<file path="config.mk">
export PLATFORM = sky130hd
export DESIGN_NAME = hdmi_tx_timing_gen_flat
export DESIGN_NICKNAME = d
export VERILOG_FILES = /design/src/rtl/hdmi_tx_timing_gen_if.sv /design/src/rtl/hdmi_tx_timing_gen.sv /design/src/flat_wrapper.sv
export SDC_FILE = /design/constraint.sdc
export NUM_CORES = 1
export LEC_CHECK = 0
export ABC_AREA = 1
export CAP_MARGIN = 20
export CORE_MARGIN = 2
export CORE_UTILIZATION = 48
export CTS_BUF_LIST = sky130_fd_sc_hd__clkbuf_4 sky130_fd_sc_hd__clkbuf_8
export DETAILED_ROUTE_END_ITERATION = 8
export GPL_TIMING_DRIVEN = 1
export PLACE_DENSITY_LB_ADDON = 0.08
export SKIP_CTS_REPAIR_TIMING = 1
export SLEW_MARGIN = 0
export SYNTH_ARGS = -nofsm -noshare
export SYNTH_HDL_FRONTEND = slang
export SYNTH_SLANG_ARGS = --single-unit
</file>
<file path="constraint.sdc">
create_clock -name PCLK_i -period 5.4 [get_ports PCLK_i]
set_clock_uncertainty 0.2 [all_clocks]
set_input_delay 0.54 -clock PCLK_i [delete_from_list [all_inputs] [get_ports PCLK_i]]
set_output_delay 0.54 -clock PCLK_i [all_outputs]
set_load 0.01 [all_outputs]
</file>
<file path="src/rtl/hdmi_tx_timing_gen_if.sv">
// Pixel request bus between the timing generator and the upstream pixel source.
// The generator (master) publishes the requested position and a request flag.
// The source (slave) answers with RGB within the cycle in which req_o is high.
interface hdmi_tx_timing_gen_if;
    logic [10:0] xpos;
    logic [10:0] ypos;
    logic        req_o;
    logic [7:0]  R_i;
    logic [7:0]  G_i;
    logic [7:0]  B_i;

    modport master (output xpos, output ypos, output req_o,
                    input  R_i,  input  G_i,  input  B_i);
    modport slave  (input  xpos, input  ypos, input  req_o,
                    output R_i,  output G_i,  output B_i);
endinterface

</file>
<file path="src/rtl/hdmi_tx_timing_gen.sv">
// HDMI transmit raster generator: progressive or interlaced timing with
// active-low syncs, DE and field ID. Pixels are requested by position from an
// upstream source, and RGB is registered alongside the syncs.
// Pipeline: stage 0 = counters, stage 1 = request/position + delayed syncs,
// stage 2 = output registers (two cycles from counter to pins).
module hdmi_tx_timing_gen (
    input  logic        PCLK_i,
    input  logic        reset,
    input  logic [11:0] H_TOTAL,
    input  logic [10:0] H_ACTIVE,
    input  logic [7:0]  H_SYNCLEN,
    input  logic [8:0]  H_BACKPORCH,
    input  logic [10:0] V_TOTAL,
    input  logic [10:0] V_ACTIVE,
    input  logic [3:0]  V_SYNCLEN,
    input  logic [8:0]  V_BACKPORCH,
    input  logic        INTERLACED,
    hdmi_tx_timing_gen_if.master pix,
    output logic [7:0]  R_o,
    output logic [7:0]  G_o,
    output logic [7:0]  B_o,
    output logic        HSYNC_o,
    output logic        VSYNC_o,
    output logic        DE_o,
    output logic        FID_o,
    output logic        frame_start
);

    // Shadowed configuration (stable for a whole frame)
    logic [11:0] h_total_q;
    logic [10:0] h_active_q;
    logic [7:0]  h_synclen_q;
    logic [8:0]  h_backporch_q;
    logic [10:0] v_total_q;
    logic [10:0] v_active_q;
    logic [3:0]  v_synclen_q;
    logic [8:0]  v_backporch_q;
    logic        interlaced_q;

    // Stage 0 counters; fid_q = 1 means odd/first field
    logic [11:0] h_cnt_q, h_cnt_d;
    logic [10:0] v_cnt_q, v_cnt_d;
    logic        fid_q, fid_d;
    logic        frame_wrap;

    // Stage 1
    logic [10:0] xpos_q, xpos_d;
    logic [10:0] ypos_q, ypos_d;
    logic        req_q;
    logic        hs_s1_q, vs_s1_q, fid_s1_q, fs_s1_q;

    // Stage 2 (output registers)
    logic [7:0]  r_q, g_q, b_q;
    logic        hsync_q, vsync_q, de_q, fid_out_q, frame_start_q;

    // Decoded position of the current counter value
    logic [12:0] h_act_start, h_act_end;
    logic [11:0] v_act_start, v_act_end;
    logic [11:0] h_half;
    logic [10:0] field_lines;
    logic [10:0] v_sync_end;
    logic        h_last, v_last;
    logic        h_act, v_act, req_s0;
    logic        hs_s0, vs_s0, fs_s0;

    assign h_act_start = {5'd0, h_synclen_q} + {4'd0, h_backporch_q};
    assign h_act_end   = h_act_start + {2'd0, h_active_q};
    assign v_act_start = {8'd0, v_synclen_q} + {3'd0, v_backporch_q};
    assign v_act_end   = v_act_start + {1'b0, v_active_q};
    assign h_half      = {1'b0, h_total_q[11:1]};
    assign v_sync_end  = {7'd0, v_synclen_q};

    // Odd field takes the extra line when the frame line count is odd
    always_comb begin
        field_lines = v_total_q;
        if (interlaced_q) begin
            if (fid_q) begin
                field_lines = {1'b0, v_total_q[10:1]} + {10'd0, v_total_q[0]};
            end else begin
                field_lines = {1'b0, v_total_q[10:1]};
            end
        end
    end

    // ">=" compares keep the counters bounded if a total shrinks
    assign h_last = ({1'b0, h_cnt_q} + 13'd1) >= {1'b0, h_total_q};
    assign v_last = ({1'b0, v_cnt_q} + 12'd1) >= {1'b0, field_lines};

    assign h_act  = ({1'b0, h_cnt_q} >= h_act_start) && ({1'b0, h_cnt_q} < h_act_end);
    assign v_act  = ({1'b0, v_cnt_q} >= v_act_start) && ({1'b0, v_cnt_q} < v_act_end);
    assign req_s0 = h_act && v_act;
    assign hs_s0  = h_cnt_q < {4'd0, h_synclen_q};
    assign fs_s0  = (h_cnt_q == 12'd0) && (v_cnt_q == 11'd0) && fid_q;

    // VSYNC window; the even field shifts both edges by half a line
    always_comb begin
        if (fid_q) begin
            vs_s0 = v_cnt_q < v_sync_end;
        end else begin
            vs_s0 = ((v_cnt_q != 11'd0) || (h_cnt_q >= h_half)) &&
                    ((v_cnt_q < v_sync_end) ||
                     ((v_cnt_q == v_sync_end) && (h_cnt_q < h_half)));
        end
    end

    // Next counter/field state; a frame begins on the wrap into the odd field
    always_comb begin
        h_cnt_d    = h_cnt_q + 12'd1;
        v_cnt_d    = v_cnt_q;
        fid_d      = fid_q;
        frame_wrap = 1'b0;
        if (h_last) begin
            h_cnt_d = 12'd0;
            if (v_last) begin
                v_cnt_d = 11'd0;
                if (interlaced_q && fid_q) begin
                    fid_d = 1'b0;
                end else begin
                    fid_d      = 1'b1;
                    frame_wrap = 1'b1;
                end
            end else begin
                v_cnt_d = v_cnt_q + 11'd1;
            end
        end
    end

    // Stage 1 position: xpos is 0 outside requests, ypos holds between fields
    always_comb begin
        xpos_d = 11'd0;
        ypos_d = ypos_q;
        if (req_s0) begin
            xpos_d = h_cnt_q[10:0] - h_act_start[10:0];
        end
        if (v_act) begin
            ypos_d = v_cnt_q - v_act_start[10:0];
        end
    end

    // Capture configuration during reset and at each frame boundary
    always_ff @(posedge PCLK_i) begin
        if (reset || frame_wrap) begin
            h_total_q     <= H_TOTAL;
            h_active_q    <= H_ACTIVE;
            h_synclen_q   <= H_SYNCLEN;
            h_backporch_q <= H_BACKPORCH;
            v_total_q     <= V_TOTAL;
            v_active_q    <= V_ACTIVE;
            v_synclen_q   <= V_SYNCLEN;
            v_backporch_q <= V_BACKPORCH;
            interlaced_q  <= INTERLACED;
        end
    end

    // Stage 0: raster counters and field ID
    always_ff @(posedge PCLK_i) begin
        if (reset) begin
            h_cnt_q <= 12'd0;
            v_cnt_q <= 11'd0;
            fid_q   <= 1'b1;
        end else begin
            h_cnt_q <= h_cnt_d;
            v_cnt_q <= v_cnt_d;
            fid_q   <= fid_d;
        end
    end

    // Stage 1: pixel request to the source plus delayed timing flags
    always_ff @(posedge PCLK_i) begin
        if (reset) begin
            xpos_q   <= 11'd0;
            ypos_q   <= 11'd0;
            req_q    <= 1'b0;
            hs_s1_q  <= 1'b0;
            vs_s1_q  <= 1'b0;
            fid_s1_q <= 1'b1;
            fs_s1_q  <= 1'b0;
        end else begin
            xpos_q   <= xpos_d;
            ypos_q   <= ypos_d;
            req_q    <= req_s0;
            hs_s1_q  <= hs_s0;
            vs_s1_q  <= vs_s0;
            fid_s1_q <= fid_q;
            fs_s1_q  <= fs_s0;
        end
    end

    // Stage 2: registered outputs; RGB blanked whenever DE is low
    always_ff @(posedge PCLK_i) begin
        if (reset) begin
            r_q           <= 8'd0;
            g_q           <= 8'd0;
            b_q           <= 8'd0;
            hsync_q       <= 1'b1;
            vsync_q       <= 1'b1;
            de_q          <= 1'b0;
            fid_out_q     <= 1'b1;
            frame_start_q <= 1'b0;
        end else begin
            r_q           <= req_q ? pix.R_i : 8'd0;
            g_q           <= req_q ? pix.G_i : 8'd0;
            b_q           <= req_q ? pix.B_i : 8'd0;
            hsync_q       <= ~hs_s1_q;
            vsync_q       <= ~vs_s1_q;
            de_q          <= req_q;
            fid_out_q     <= fid_s1_q;
            frame_start_q <= fs_s1_q;
        end
    end

    assign pix.xpos    = xpos_q;
    assign pix.ypos    = ypos_q;
    assign pix.req_o   = req_q;
    assign R_o         = r_q;
    assign G_o         = g_q;
    assign B_o         = b_q;
    assign HSYNC_o     = hsync_q;
    assign VSYNC_o     = vsync_q;
    assign DE_o        = de_q;
    assign FID_o       = fid_out_q;
    assign frame_start = frame_start_q;

endmodule
</file>
<file path="src/flat_wrapper.sv">
// flat-port wrapper written by rule: the top's interface ports become plain ports
module hdmi_tx_timing_gen_flat 
  (PCLK_i, reset, H_TOTAL, H_ACTIVE, H_SYNCLEN, H_BACKPORCH, V_TOTAL, V_ACTIVE, V_SYNCLEN, V_BACKPORCH, INTERLACED, R_o, G_o, B_o, HSYNC_o, VSYNC_o, DE_o, FID_o, frame_start, pix_xpos, pix_ypos, pix_req_o, pix_R_i, pix_G_i, pix_B_i);
  hdmi_tx_timing_gen_if pix_i ();
  input  logic PCLK_i;
  input  logic reset;
  input  logic [11:0] H_TOTAL;
  input  logic [10:0] H_ACTIVE;
  input  logic [7:0] H_SYNCLEN;
  input  logic [8:0] H_BACKPORCH;
  input  logic [10:0] V_TOTAL;
  input  logic [10:0] V_ACTIVE;
  input  logic [3:0] V_SYNCLEN;
  input  logic [8:0] V_BACKPORCH;
  input  logic INTERLACED;
  output logic [7:0] R_o;
  output logic [7:0] G_o;
  output logic [7:0] B_o;
  output logic HSYNC_o;
  output logic VSYNC_o;
  output logic DE_o;
  output logic FID_o;
  output logic frame_start;
  output wire logic [$bits(pix_i.xpos)-1:0] pix_xpos;
  output wire logic [$bits(pix_i.ypos)-1:0] pix_ypos;
  output wire logic [$bits(pix_i.req_o)-1:0] pix_req_o;
  input wire logic [$bits(pix_i.R_i)-1:0] pix_R_i;
  input wire logic [$bits(pix_i.G_i)-1:0] pix_G_i;
  input wire logic [$bits(pix_i.B_i)-1:0] pix_B_i;
  assign pix_xpos = pix_i.xpos;
  assign pix_ypos = pix_i.ypos;
  assign pix_req_o = pix_i.req_o;
  assign pix_i.R_i = pix_R_i;
  assign pix_i.G_i = pix_G_i;
  assign pix_i.B_i = pix_B_i;
  hdmi_tx_timing_gen u_core (.PCLK_i(PCLK_i), .reset(reset), .H_TOTAL(H_TOTAL), .H_ACTIVE(H_ACTIVE), .H_SYNCLEN(H_SYNCLEN), .H_BACKPORCH(H_BACKPORCH), .V_TOTAL(V_TOTAL), .V_ACTIVE(V_ACTIVE), .V_SYNCLEN(V_SYNCLEN), .V_BACKPORCH(V_BACKPORCH), .INTERLACED(INTERLACED), .pix(pix_i), .R_o(R_o), .G_o(G_o), .B_o(B_o), .HSYNC_o(HSYNC_o), .VSYNC_o(VSYNC_o), .DE_o(DE_o), .FID_o(FID_o), .frame_start(frame_start));
endmodule
</file>
==> impl_metrics.ini, run 1 <==
[outcome]
status = completed

[sta]
tightest_slew_ns = 0.787
timing.slew.headroom_pct = 47.4
worst_slack_ns = 0.721
fin_crit_sh_pct = 86.7
setup_tns_ns = 0
setup_viol = 0
hold_violations = 0
fmax_mhz = 214
maxSlewViolCount = 0
grt_setup_unrepaired = no
period_needed_ns = 4.68

[clocking]
cts_tree = built
clk_latency_ns = 0.45
cts.clk_slew.worst_paths_ns = 0.09
htree_levels = 4
clock_sinks = 156
clockBufferDepth = 2
root_buffer = clkbuf_8
cts_buffers = 17

[floorplan]
die_area_um2 = 21600
die_h_um = 147
num_rows = 52
io-pin-count = 154
die_w_um = 147
core_area_um2 = 20200
start_util_pct = 48.6

[routing]
drtIter0Drc = 383
vias_per_cell = 4.98
wire_per_inst_um = 13.8
totalWireLength_um = 22300
drc = 0
ant_nets = 0
first_pass_iters = 5
vias = 8031

[final_layout]
layout_commonest_cell = nand2_1
final_cell_mix = nand2_1, inv_1, clkdlybuf4s50_1
drive_gt1_share_pct = 4.02
fin_cells = 1614
fillCellCount = 1865
seqCellArea_um2 = 3880
num-nets-final = 1568
diodes = 0
multi_input_area_um2 = 5130
final_util_pct = 59.5
syn_to_final_growth_pct = 22.4

[place]
dp_hpwl_um = 17900
pre_cts_ws_ns = 0.773
globalplace.congestion = 0.914
port_buffers = 153
place_inst = 1582

[power_and_ir_drop]
seq_power_share_pct = 46.6
internal_power_mw = 1.91
combPwrFrac_pct = 23.7
p_sw_uw = 898
p_per_area_nw_per_um2 = 234
p_clk_share_pct = 29.7
max-vdd-ir-drop_mv = 0.188
sw_frac_of_total_pct = 32.0
p_leak_nw = 5.78

[setup_path]
crit_top_cell = nand2_1
critical-path-top-delay-family = simple AND/OR/NAND/NOR gates
slowest_delay_ns = 0.39
cp.buffers_inverters = 4
cp.required_ns = 5.58
critPathCaptureType = flip-flop
criticalPathCategory = flip-flop to flip-flop
startpoint_type = flip-flop
cp.arrival_ns = 4.86
crit_chain = ha_1 > inv_1 > fa_1 > o21ai_0 > nand2_1 > nor3_1 > inv_1 > nand2_1 > inv_1 > ha_1 > nand2_1 > inv_1 > nand2_1 > nand2_1 > a21oi_1 > nor2_1 > nor2_1 > xor2_1 > ha_1 > a21oi_1 > nor2_1 > nor2_4 > nand4_2 > nor2_1
cp_slowest_cell = fa_1
cp_max_fo = 23

[worst_hold_path]
min_path_type = flip-flop to flip-flop

[grt]
grt_overflow = 0
grt_pass1_vias = 7784
antenna_found_initial = 0
grt_first_pass_wirelength_um = 36800
grt_max_degree = 53
track_usage_pct = 21.2

[yosys]
syn-cell-area_um2 = 9810
synth_compound_area_share_pct = 8.36
ys_seq_area_share_pct = 39.6
synth_top_family_by_area = simple AND/OR/NAND/NOR gates
synthFlopType = dfxtp_1
synth_seq_cells = 156
yosys.area_share.simple_pct = 20.4
synth_edf_count = 76
ys_async_sr_fraction_pct = 0
synth_mux_area_share_pct = 0.204
synthCells = 1171
yosysWarnings = 0
synth_nets = 1408
synth_xor_xnor_area_share_pct = 5.63
syn_avg_cell_area_um2 = 8.38
synth_cell_types = 42
synth_fa_ha_area_share_pct = 17.7

[flow_run]
cap_violations = 0
-- sequential cells by signal, summed over array words and instances, names as in the netlist, 9 cells and up --
register              flops
u_core.pix.xpos          11
u_core.h_cnt_q           12
u_core.v_total_q         11
u_core.h_active_q        11
u_core.pix.ypos          11
u_core.v_backporch_q      9
u_core.h_backporch_q      9
u_core.h_total_q         12
u_core.v_active_q        11
u_core.v_cnt_q           11
-- power groups by stage --
stage,Sequential [mW],Combinational [mW],Clock (mW)
6_report,1.31,0.665,0.834
2_1_floorplan,1.33,0.454,0
5_1_grt,1.31,0.758,0.900
3_3_place_gp,1.34,0.653,0
3_5_place_dp,1.34,0.660,0
4_1_cts,1.31,0.665,0.864
-- synth_stat cells (2+ instances only) --
master,count,area share [%]
nand2_1,199,7.6
inv_1,188,7.2
ha_1,129,16
nor2_1,126,4.8
a21oi_1,87,4.4
dfxtp_1,80,16
nand3_1,78,4.0
edfxtp_1,76,23
xor2_1,47,4.2
o21ai_0,27,1.4
nand4_1,19,1.2
xnor2_1,16,1.4
nor3_1,13,0.66
o21bai_1,8,0.61
a21o_1,7,0.54
buf_2,7,0.36
fa_1,6,1.2
nand3b_1,6,0.46
a31oi_1,5,0.32
nor2_2,4,0.26
nor4_1,4,0.26
clkbuf_1,3,0.11
nand2_2,3,0.19
nand3_2,3,0.31
o211ai_1,3,0.23
a211oi_1,2,0.15
a21boi_0,2,0.15
buf_1,2,0.077
buf_4,2,0.15
inv_2,2,0.077
mux2i_1,2,0.20
nand2_4,2,0.23
nor2_4,2,0.23
o22ai_1,2,0.13
o31ai_1,2,0.15
-- cell families after synthesis --
kind of cell | count (synthesis)
compound gates | 148
xor+xnor | 63
fa+ha+maj | 135
buf+inv | 206
flops | 156
mux | 2
simple gates | 461
-- through the flow --
| stage | total power, mW | hold slack (ns) | area [um2] |
|---|---|---|---|
| 4_1_cts | 2.84 | 0.192 | 12000 |
| 3_5_place_dp | 2.00 | 0.168 | 11600 |
| 2_1_floorplan | 1.78 | 0.152 | 9810 |
| 5_1_grt | 2.97 | 0.211 | 12000 |
| 6_report | 2.81 | 0.192 | 12000 |
| 3_3_place_gp | 1.99 | 0.155 | 11600 |
-- final cells by class --
class | instances | area share, %
sequential | 156 | 32.4
clock buffer | 18 | 2.01
multi-input combinational | 809 | 42.8
timing repair buffer | 156 | 13.1
tap | 270 | 2.81
clock inverter | 14 | 1.01
inverter | 191 | 5.97
-- layer usage --
| layer | wire [um] | vias up | global-route usage (%) |
|---|---|---|---|
| li1 | - | 4188 | - |
| met1 | 10600 | 3590 | 28.8 |
| met2 | 9930 | 224 | 33.8 |
| met3 | 1420 | 29 | 5.16 |
| met4 | 361 | 0 | 6.54 |
| met5 | 0 | - | 0 |
-- worst paths after layout --
kind | from | to | slack [ns] | cells past startpoint
worst max-delay path | u_core.v_synclen_q[0] | u_core.pix.xpos[4] | 0.72 | 24
worst min-delay path | u_core.hs_s1_q | u_core.HSYNC_o | 0.19 | 1
worst max register to register | u_core.v_synclen_q[0] | u_core.pix.xpos[4] | 0.72 | 24
worst min register to register | u_core.hs_s1_q | u_core.HSYNC_o | 0.19 | 1
Note: power is estimated with default switching activity, not from simulation.
==> run 2, diff against run 1 <==
--- a/config.mk
+++ b/config.mk
@@ -7,6 +7,7 @@
 export LEC_CHECK = 0
 export ABC_AREA = 1
 export CAP_MARGIN = 20
+export CORE_ASPECT_RATIO = 1.25
 export CORE_MARGIN = 2
 export CORE_UTILIZATION = 48
 export CTS_BUF_LIST = sky130_fd_sc_hd__clkbuf_4 sky130_fd_sc_hd__clkbuf_8
==> impl_metrics.ini, run 2 (synthesis gave the netlist of run 1 again) <==
[routing]
wl_met1_um = 9710
first_pass_iters = 5
wl_met2_um = 12000
drc = 0
drtIter0Drc = 400
ant_nets = 0
totalWireLength_um = 22700
top_layer = met4
wire_per_inst_um = 14.1
wl_met3_um = 651
vias_per_cell = 4.98
vias = 8043

[sta]
setup_viol = 0
period_needed_ns = 4.72
grt_setup_unrepaired = no
tightest_slew_ns = 1.00
fmax_mhz = 212
worst_slack_ns = 0.677
maxSlewViolCount = 0
hold_violations = 0
fin_crit_sh_pct = 87.5
timing.slew.headroom_pct = 33.1
setup_tns_ns = 0

[power_and_ir_drop]
p_per_area_nw_per_um2 = 244
max-vdd-ir-drop_mv = 0.146
total_power_mw = 2.95
p_leak_nw = 5.82

[worst_hold_path]
min_path_type = flip-flop to flip-flop
hold_path.startpoint = u_core.hs_s1_q

[setup_path]
criticalPathCategory = flip-flop to flip-flop
rr_startpoint = u_core.v_synclen_q[0]
startpoint_type = flip-flop
crit_start = u_core.v_synclen_q[0]
cp.arrival_ns = 4.90
cp.required_ns = 5.57
cp_max_fo = 23
critPathCaptureType = flip-flop

[grt]
grt_max_degree = 77
grt_overflow = 0
track_usage_pct = 21.4
antenna_found_initial = 0
grt_first_pass_wirelength_um = 36800
grt_pass1_vias = 7729

[place]
dp_hpwl_um = 18100
port_buffers = 153
globalplace.congestion = 0.869
pre_cts_ws_ns = 0.732

[floorplan]
core_area_um2 = 20100
start_util_pct = 48.8
die_h_um = 164
die_area_um2 = 21600
die_w_um = 132
io-pin-count = 154
num_rows = 58

[final_layout]
drive_gt1_share_pct = 4.09
fillCellCount = 1826
diodes = 0
final_cell_mix = nand2_1, inv_1, clkdlybuf4s50_1
layout_commonest_cell = nand2_1
syn_to_final_growth_pct = 23.0
reg_top3 = u_core.h_cnt_q (12), u_core.h_total_q (12)
num-nets-final = 1568

[outcome]
status = completed

[clocking]
clk_latency_ns = 0.46
clock_sinks = 156
cts_buffers = 17
htree_levels = 4
root_buffer = clkbuf_8
cts.clk_slew.worst_paths_ns = 0.10
clockBufferDepth = 2
cts_tree = built

[flow_run]
cap_violations = 0
-- run 2: cell types whose count changed in the layout (fill, tap and decap cells not counted), sizes merged --
cell and change:
clkinvlp -2, inv -1, bufinv +3, clkbuf -1, clkinv +1
-- run 2: final timing paths --
kind | cells after the start | slack, ns | to
max reg2reg | 24 | 0.68 | u_core.pix.xpos[7]
min | 1 | 0.20 | u_core.HSYNC_o
max | 24 | 0.68 | u_core.pix.xpos[7]
min reg2reg | 1 | 0.20 | u_core.HSYNC_o
-- run 2: report_power, final --
part / internal (mW) / total (mW) / leakage (nW) / switching (mW)
clock network: 0.476 / 0.977 / 0.220 / 0.501
registers: 1.28 / 1.31 / 1.39 / 0.0247
logic: 0.287 / 0.665 / 4.21 / 0.377
total: 2.05 / 2.95 / 5.82 / 0.902
-- run 2: stage by stage --
step	utilization, %	cell area [um2]	hold WS, ns	std cells
2_1_floorplan	-	9810	0.152	1171
5_1_grt	60.0	12100	0.222	1614
6_report	60.0	12100	0.203	1614
3_3_place_gp	57.8	11600	0.172	1582
4_1_cts	60.0	12100	0.199	1614
3_5_place_dp	57.8	11600	0.171	1582
-- run 2: layer usage --
layer / global-route usage [%] / vias up
li1: - / 4194
met1: 24.7 / 3680
met2: 40.4 / 143
met3: 3.58 / 26
met4: 6.52 / 0
met5: 0 / -
-- run 2: critical path, stage by stage, from the launching register on --
cell and delay (ns):
edfxtp_1 0.38, ha_1 0.18, inv_1 0.06, fa_1 0.40, o21ai_0 0.33, nand2_1 0.12
nor3_1 0.25, inv_1 0.08, nand2_1 0.09, inv_1 0.05, ha_1 0.32, nand2_1 0.10
inv_1 0.04, nand2_1 0.06, nand2_1 0.06, a21oi_1 0.20, nor2_1 0.07, nor2_1 0.11
xor2_1 0.16, ha_1 0.25, a21oi_1 0.12, nor2_1 0.08, nor2_4 0.39, nand4_2 0.36
nor2_1 0.18
-- run 2: final cells by class --
class	count	area, um2	share of cell area, %
sequential	156	3880	32.2
clock buffer	17	234	1.94
timing repair buffer	156	1550	12.9
multi-input combinational	809	5130	42.6
inverter	191	717	5.94
tap	270	338	2.80
clock inverter	15	203	1.68
==> run 3, diff against run 2 <==
--- a/config.mk
+++ b/config.mk
@@ -6,11 +6,11 @@
 export NUM_CORES = 1
 export LEC_CHECK = 0
 export ABC_AREA = 1
-export CAP_MARGIN = 20
 export CORE_ASPECT_RATIO = 1.25
 export CORE_MARGIN = 2
 export CORE_UTILIZATION = 48
 export CTS_BUF_LIST = sky130_fd_sc_hd__clkbuf_4 sky130_fd_sc_hd__clkbuf_8
+export CTS_CLUSTER_SIZE = 28
 export DETAILED_ROUTE_END_ITERATION = 8
 export GPL_TIMING_DRIVEN = 1
 export PLACE_DENSITY_LB_ADDON = 0.08
==> results of run 3 <==
The final DEF is identical to that of run 2; final timing and power are the same.
